--- src/rtl/cla32_sub_pipe.sv ---
// Two-stage pipelined subtractor: the low half is resolved in stage 1 and the high half in stage 2.
// Each half is a chain of 4-bit carry-lookahead groups, with a valid/ready handshake on both sides.

module cla_chain #(
  parameter int N = 16
) (
  input  logic [N-1:0] x,
  input  logic [N-1:0] y,
  input  logic         cin,
  output logic [N-1:0] sum,
  output logic         cout
);
  logic [N-1:0] g;
  logic [N-1:0] p;
  logic [N-1:0] c;
  logic         carry;

  assign g = x & y;
  assign p = x ^ y;

  // Carries are looked ahead inside each group; the group carry then ripples to the next group.
  always_comb begin
    c     = '0;
    carry = cin;
    for (int k = 0; k < N / 4; k++) begin
      c[4*k]   = carry;
      c[4*k+1] = g[4*k] | (p[4*k] & carry);
      c[4*k+2] = g[4*k+1] | (p[4*k+1] & g[4*k]) | (p[4*k+1] & p[4*k] & carry);
      c[4*k+3] = g[4*k+2] | (p[4*k+2] & g[4*k+1]) | (p[4*k+2] & p[4*k+1] & g[4*k])
               | (p[4*k+2] & p[4*k+1] & p[4*k] & carry);
      carry    = g[4*k+3] | (p[4*k+3] & g[4*k+2]) | (p[4*k+3] & p[4*k+2] & g[4*k+1])
               | (p[4*k+3] & p[4*k+2] & p[4*k+1] & g[4*k])
               | (p[4*k+3] & p[4*k+2] & p[4*k+1] & p[4*k] & carry);
    end
    sum  = p ^ c;
    cout = carry;
  end
endmodule

module cla32_sub_pipe #(
  parameter int WIDTH = 32
) (
  input  logic             clk,
  input  logic             rst_n,
  input  logic             in_valid,
  output logic             in_ready,
  input  logic [WIDTH-1:0] a,
  input  logic [WIDTH-1:0] b,
  input  logic             bin,
  output logic             out_valid,
  input  logic             out_ready,
  output logic [WIDTH-1:0] diff,
  output logic             bout,
  output logic             ovf,
  output logic             zero
);
  localparam int LW = WIDTH / 2;

  logic             s1_valid_q, s1_valid_d;
  logic [LW-1:0]    s1_lo_q, s1_lo_d;
  logic             s1_borrow_q, s1_borrow_d;
  logic [LW-1:0]    s1_ah_q, s1_ah_d;
  logic [LW-1:0]    s1_bh_q, s1_bh_d;
  logic             s1_amsb_q, s1_amsb_d;

  logic             s2_valid_q, s2_valid_d;
  logic [WIDTH-1:0] diff_q, diff_d;
  logic             bout_q, bout_d;
  logic             ovf_q, ovf_d;
  logic             zero_q, zero_d;

  logic [LW-1:0]    lo_sum;
  logic             lo_cout;
  logic [LW-1:0]    hi_sum;
  logic             hi_cout;
  logic             s1_adv;
  logic             accept;

  // Subtraction as a + ~b + !bin; a carry out of a half means "no borrow".
  cla_chain #(.N(LW)) u_lo (
    .x    (a[LW-1:0]),
    .y    (~b[LW-1:0]),
    .cin  (~bin),
    .sum  (lo_sum),
    .cout (lo_cout)
  );

  cla_chain #(.N(LW)) u_hi (
    .x    (s1_ah_q),
    .y    (~s1_bh_q),
    .cin  (~s1_borrow_q),
    .sum  (hi_sum),
    .cout (hi_cout)
  );

  assign s1_adv   = s1_valid_q && (!s2_valid_q || out_ready);
  assign in_ready = !s1_valid_q || s1_adv;
  assign accept   = in_valid && in_ready;

  always_comb begin
    s1_valid_d  = s1_valid_q;
    s1_lo_d     = s1_lo_q;
    s1_borrow_d = s1_borrow_q;
    s1_ah_d     = s1_ah_q;
    s1_bh_d     = s1_bh_q;
    s1_amsb_d   = s1_amsb_q;
    if (accept) begin
      s1_valid_d  = 1'b1;
      s1_lo_d     = lo_sum;
      s1_borrow_d = ~lo_cout;
      s1_ah_d     = a[WIDTH-1:LW];
      s1_bh_d     = b[WIDTH-1:LW];
      s1_amsb_d   = a[WIDTH-1];
    end else if (s1_adv) begin
      s1_valid_d  = 1'b0;
    end
  end

  // Stage 2 holds its result until the consumer takes it, unless a new beat moves in.
  always_comb begin
    s2_valid_d = s2_valid_q;
    diff_d     = diff_q;
    bout_d     = bout_q;
    ovf_d      = ovf_q;
    zero_d     = zero_q;
    if (s1_adv) begin
      s2_valid_d = 1'b1;
      diff_d     = {hi_sum, s1_lo_q};
      bout_d     = ~hi_cout;
      ovf_d      = (s1_amsb_q != s1_bh_q[LW-1]) && (hi_sum[LW-1] != s1_amsb_q);
      zero_d     = ({hi_sum, s1_lo_q} == '0);
    end else if (out_ready) begin
      s2_valid_d = 1'b0;
    end
  end

  always_ff @(posedge clk or negedge rst_n) begin
    if (!rst_n) begin
      s1_valid_q  <= 1'b0;
      s1_lo_q     <= '0;
      s1_borrow_q <= 1'b0;
      s1_ah_q     <= '0;
      s1_bh_q     <= '0;
      s1_amsb_q   <= 1'b0;
      s2_valid_q  <= 1'b0;
      diff_q      <= '0;
      bout_q      <= 1'b0;
      ovf_q       <= 1'b0;
      zero_q      <= 1'b0;
    end else begin
      s1_valid_q  <= s1_valid_d;
      s1_lo_q     <= s1_lo_d;
      s1_borrow_q <= s1_borrow_d;
      s1_ah_q     <= s1_ah_d;
      s1_bh_q     <= s1_bh_d;
      s1_amsb_q   <= s1_amsb_d;
      s2_valid_q  <= s2_valid_d;
      diff_q      <= diff_d;
      bout_q      <= bout_d;
      ovf_q       <= ovf_d;
      zero_q      <= zero_d;
    end
  end

  assign out_valid = s2_valid_q;
  assign diff      = diff_q;
  assign bout      = bout_q;
  assign ovf       = ovf_q;
  assign zero      = zero_q;
endmodule
--- config.mk ---
export PLATFORM = sky130hd
export DESIGN_NAME = cla32_sub_pipe
export DESIGN_NICKNAME = d
export VERILOG_FILES = /design/src/rtl/cla32_sub_pipe.sv
export SDC_FILE = /design/constraint.sdc
export NUM_CORES = 1
export LEC_CHECK = 0
export ABC_CLOCK_PERIOD_IN_PS = 7550
export CAP_MARGIN = 10
export CORE_MARGIN = 5
export CORE_UTILIZATION = 55
export DETAILED_ROUTE_END_ITERATION = 6
export PLACE_DENSITY = 0.95
export SYNTH_ARGS = -nofsm -noshare
export SYNTH_HDL_FRONTEND = slang
export SYNTH_SLANG_ARGS = --single-unit
--- constraint.sdc ---
create_clock -name clk -period 7.55 [get_ports clk]
set_input_delay 0.755 -clock clk [delete_from_list [all_inputs] [get_ports clk]]
set_output_delay 0.755 -clock clk [all_outputs]
set_load 0.005 [all_outputs]
# Word-level counts from Yosys, hierarchy flattened
# Index checks and enable logic that the tools add are counted.
[word_totals] wordCells=247 out_inout_bits=37 register_bits=87 in_bits=69
[op_classes] reduce_logical=10 bitwise=220 mux=4 n_eq_ne=2
[op_table] operator="$and A1 B1 Y1" count=128
[op_table] operator="$or A1 B1 Y1" count=80
[op_table] operator="$xor A16 B16 Y16" count=4
[op_table] operator="$and A16 B16 Y16" count=2
[op_table] operator="$logic_not A32 Y1" count=1
[op_table] operator="$not A16 Y16" count=2
[op_table] operator="$mux W1" count=4
[op_table] operator="$not A1 Y1" count=4
[op_table] operator="$reduce_bool A2 Y1" count=2
[op_table] operator="$logic_and A1 B1 Y1" count=3
[op_table] operator="$logic_not A1 Y1" count=2
[op_table] operator="$logic_or A1 B1 Y1" count=2
[op_table] operator="$ne A1 B1 Y1" count=2

# Longest topological paths before layout
[depth] ltp_word=16 ltp_mapped=15 mapped_depth_nobuf=15

# By module
# From an unflattened synthesis, not the netlist that was laid out.
[unflattened] cells_unflattened=402 area_unflattened_um2=4867.2
[by_module_without_submodules] module="cla32_sub_pipe" cells_per_inst=233 n_inst=1 area_per_inst_um2=3495.9
[by_module_without_submodules] module="cla_chain at u_lo" cells_per_inst=84 n_inst=1 area_per_inst_um2=698.2
[by_module_without_submodules] module="cla_chain at u_hi" cells_per_inst=85 n_inst=1 area_per_inst_um2=673.1

# Worst setup path after synthesis
# OpenSTA, ideal clock, no wires.
[synth_path] kind="register -> register" startpoint="register s1_ah_q[2]" endpoint="register zero_q, in the netlist zero" setup_slack_ns=4.826 path_stages_with_launch=15 t_required_ns=7.467 arrival_ns=2.642 setup_time_ns=0.083 n_path_buf=0 cell_sequence="dfrtp_1 > ha_1 > o21a_1 > o31ai_2 > a21oi_2 > nor2_1 > o21bai_1 > a21oi_1 > fa_1 > nand4_1 > nor4_1 > nand3_1 > nor3_1 > nand3_1 > o21ai_0"
[synth_via] elab_chain_cells=14
[synth_rtl] item="from (decl)" line_no="62" text="logic [LW-1:0] s1_ah_q, s1_ah_d;"
[synth_rtl] item="from (signal assigned)" line_no="154" text="s1_ah_q <= s1_ah_d;"
[synth_rtl] item="$and A16 B16 Y16 or $xor A16 B16 Y16 (tied branches)" line_no="18, 19"
[synth_rtl] item="$and A1 B1 Y1 (on tied branches)" line_no="31, 32, 33"
[synth_rtl] item="$or A1 B1 Y1, or another cell as far along (2 in a row)" line_no="31" text="carry = g[4*k+3] | (p[4*k+3] & g[4*k+2]) | (p[4*k+3] & p[4*k+2] & g[4*k+1])"
[synth_rtl] item="$or A1 B1 Y1 or $and A1 B1 Y1 (tied branches)" line_no="32, 33"
[synth_rtl] item="$or A1 B1 Y1" line_no="33" text="| (p[4*k+3] & p[4*k+2] & p[4*k+1] & p[4*k] & carry);"
[synth_rtl] item="$and A1 B1 Y1" line_no="33"
[synth_rtl] item="$or A1 B1 Y1" line_no="33"
[synth_rtl] item="$and A1 B1 Y1" line_no="33"
[synth_rtl] item="$or A1 B1 Y1" line_no="33"
[synth_rtl] item="$and A1 B1 Y1 (on tied branches)" line_no="27, 28, 30"
[synth_rtl] item="$or A1 B1 Y1 (on tied branches)" line_no="27, 28, 30"
[synth_rtl] item="$xor A16 B16 Y16 *" line_no="35" text="sum = p ^ c;"
[synth_rtl] item="$logic_not A32 Y1 *" line_no="131" text="zero_d = ({hi_sum, s1_lo_q} == '0);"
[synth_rtl] item="to (signal assigned)" line_no="161" text="zero_q <= zero_d;"
[synth_rtl] item="to (decl)" line_no="70" text="logic zero_q, zero_d;"
# Mark *: on every way between the ends. The rest lies on a longest branch, timed or not.
# A chain may end at the register's enable or synchronous reset.

# Final worst setup path
# Ends and elaborated chain as after synthesis.

==> impl_metrics.toml <==
[outcome]
outcome = "completed"

[hold_path]
hold_depth = 2
hold_class = "reg -> reg"
min_to = "diff[20]$_DFFE_PN0P_"
min-delay-start = "diff[20]$_DFFE_PN0P_"

[timing]
finClkSkew_ns = 0.0122
finalSetupViolCount = 0
max-slew-margin-rel_pct = 29.2
period_needed_ns = 3.46
worstMarginPinSlew_ns = 1.06
fmax_mhz = 289
rsz0062_at_grt = "no"
layout_setup_ws_ns = 4.09
hold_violations = 0
tns_ns = 0
finalCritPeriodShare_pct = 45.8
maxSlewViolCount = 0

[synth]
yosysSeqAreaShare_pct = 45.8
ys_warn_count = 0
ys_seq_elements = 86
synthArstFlopShare_pct = 100
synth-main-ff-cell = "dfrtp_1"
synth.distinct_cells = 47
synthesis.nets = 538
syn_area_per_cell_um2 = 11.0
synth_cells = 429
synth_edf_count = 0
syn_area_um2 = 4700

[route]
avgRoutedWirePerCell_um = 16.8
drc_errors = 0
firstDrtPassIters = 4
first_iter_violations = 152
dr_total_vias = 3584
postRouteAntennaNets = 0
drt-total-wl_um = 10800
vias_per_cell = 5.57

[critical_path]
worstPathMaxFanout = 5
worstPathRequired_ns = 7.82
path_class = "reg -> reg"
worstReg2RegEnd = "zero$_DFFE_PN0P_"
end_kind = "flip-flop"
reg2regPathDepth = 14
crit_arrival_ns = 3.73
worstSetupStartpoint = "s1_ah_q[2]$_DFFE_PN0P_"
timing.rr.start = "s1_ah_q[2]$_DFFE_PN0P_"
reg2reg_setup_slack_ns = 4.09
worst_setup_path_start_kind = "flip-flop"

[clock_tree]
post-cts-setup-buffer-count = 0
cts_tree = "done"
clock_latency_ns = 0.35
cts_buffers = 9
clockRootBuffer = "clkbuf_8"
cts.repair.resized = 0
path_clk_slew_ns = 0.09
cts_buffer_depth = 2
htreeDepth = 3
ctsHoldBuffers = 0
cts.sinks = 86

[placement]
port_buffers = 105
hpwl_um = 8210
place_congestion = 0.867
dp_slack_ns = 4.15
dpl.cell_count = 628

[pwr]
power_leakage_nw = 2.72
p_per_area_nw_per_um2 = 266
totalPowerFinal_mw = 1.61
ir_worst_vdd_mv = 0.133

[grt]
grt_max_degree = 87
grt_first_pass_wirelength_um = 17800
grt_usage_pct = 21.7
first_global_vias = 3807
antenna_found_initial = 0
grt_overflow = 0

[floorplan]
die_h_um = 102
dieArea_um2 = 10500
io-pin-count = 106
core_um2 = 8260
rows = 33
start_util_pct = 56.9
die_w_um = 102

[finish]
stdcell_count = 644
final_util_pct = 73.4
area_delta_synth_final_pct = 29.0
fin_nets = 643
drive_above_1_share_pct = 14.3
diodes = 0

[run]
maxCapViolations = 0
## synthesized netlist by cell type, drive strengths merged, types with 6 or more instances
cell type  instances  share of area [%]
dfrtp             86                 46
mux2              48                 12
nand2             46                3.7
inv               45                3.6
o21ai             37                4.0
ha                32                8.5
xor2              16                3.0
a21oi             10                1.1
clkbuf            10               0.80
nor2              10               0.85
nor3               9               0.96
fa                 8                3.4
o21a               8                1.3
o31ai              8                1.6
xnor2              7                1.3
nand2b             6               0.80
## how the worst max path moves through the flow
stage	to	cells after the start
3_3_place_gp	zero$_DFFE_PN0P_	15
2_1_floorplan	zero$_DFFE_PN0P_	14
3_5_place_dp	zero$_DFFE_PN0P_	14
4_1_cts	zero$_DFFE_PN0P_	14
6_report	zero$_DFFE_PN0P_	14
5_1_grt	zero$_DFFE_PN0P_	14
## metal layers
layer	vias up	global-route usage [%]	share of wire, %
met3	26	5.12	6.0
li1	1682	-	-
met5	-	0	0
met1	1771	24.9	39
met2	105	39.1	53
met4	0	7.87	2.2
## layout make-up
type	instances	area, µm²
multi-input cells	286	2340
fillers	581	2200
flip-flops and latches	86	2150
repair buffers	106	1060
inverters	45	169
clock buffers	11	131
well taps	105	131
clock inverters	5	83.8
## layout by cell type, fill, tap and decap left out, drive strengths merged, types with 3 or more instances in the layout
| cell | Yosys | final |
|---|---|---|
| nor3 | 9 | 9 |
| clkbuf | 10 | 11 |
| clkdlybuf4s50 | 0 | 104 |
| o22ai | 3 | 3 |
| nor4 | 3 | 3 |
| nand2 | 46 | 46 |
| ha | 32 | 32 |
| inv | 45 | 45 |
| a21o | 3 | 3 |
| dfrtp | 86 | 86 |
| xnor2 | 7 | 7 |
| mux2 | 48 | 48 |
| o31ai | 8 | 8 |
| fa | 8 | 8 |
| nor2 | 10 | 10 |
| a21oi | 10 | 10 |
| o21a | 8 | 8 |
| xor2 | 16 | 16 |
| and2 | 3 | 3 |
| o21ai | 37 | 37 |
| nor2b | 4 | 4 |
| nand3 | 4 | 4 |
| nand2b | 6 | 6 |
## per-stage QoR
stage               instance area (µm²)  hold WS (ns)
floorplan                          4700         0.457
global placement                   5840         0.464
detailed placement                 5840         0.476
CTS                                6060         0.496
global route                       6060         0.517
finish                             6060         0.487
## power breakdown
part           internal, mW  leakage, nW  switching [mW]
registers             0.578         1.03          0.0798
clock network         0.187       0.0998           0.167
logic                 0.334         1.59           0.267
## critical path, stage by stage (launching register included)
cell,delay (ns)
dfrtp_1,0.40
ha_1,0.38
o21a_1,0.16
o31ai_2,0.09
a21oi_2,0.26
nor2_1,0.15
o21bai_1,0.22
a21oi_1,0.12
fa_1,0.53
nand4_1,0.12
nor4_1,0.26
nand3_1,0.17
nor3_1,0.25
nand3_1,0.12
o21ai_0,0.14
## sequential cells by signal, summed over array words and instances (netlist names)
name,cells
out_valid,1
s1_lo_q,16
bout,1
s1_ah_q,16
diff,32
s1_bh_q,16
ovf,1
s1_valid_q,1
zero,1
s1_borrow_q,1
## cell families after synthesis
group           synth area share (%)
compound gates                  12.3
xor+xnor                        4.29
simple gates                    9.43
mux                             11.7
fa+ha+maj                       11.9
flops                           45.8
buf+inv                         4.58
Note: power is estimated with default switching activity, not from simulation.
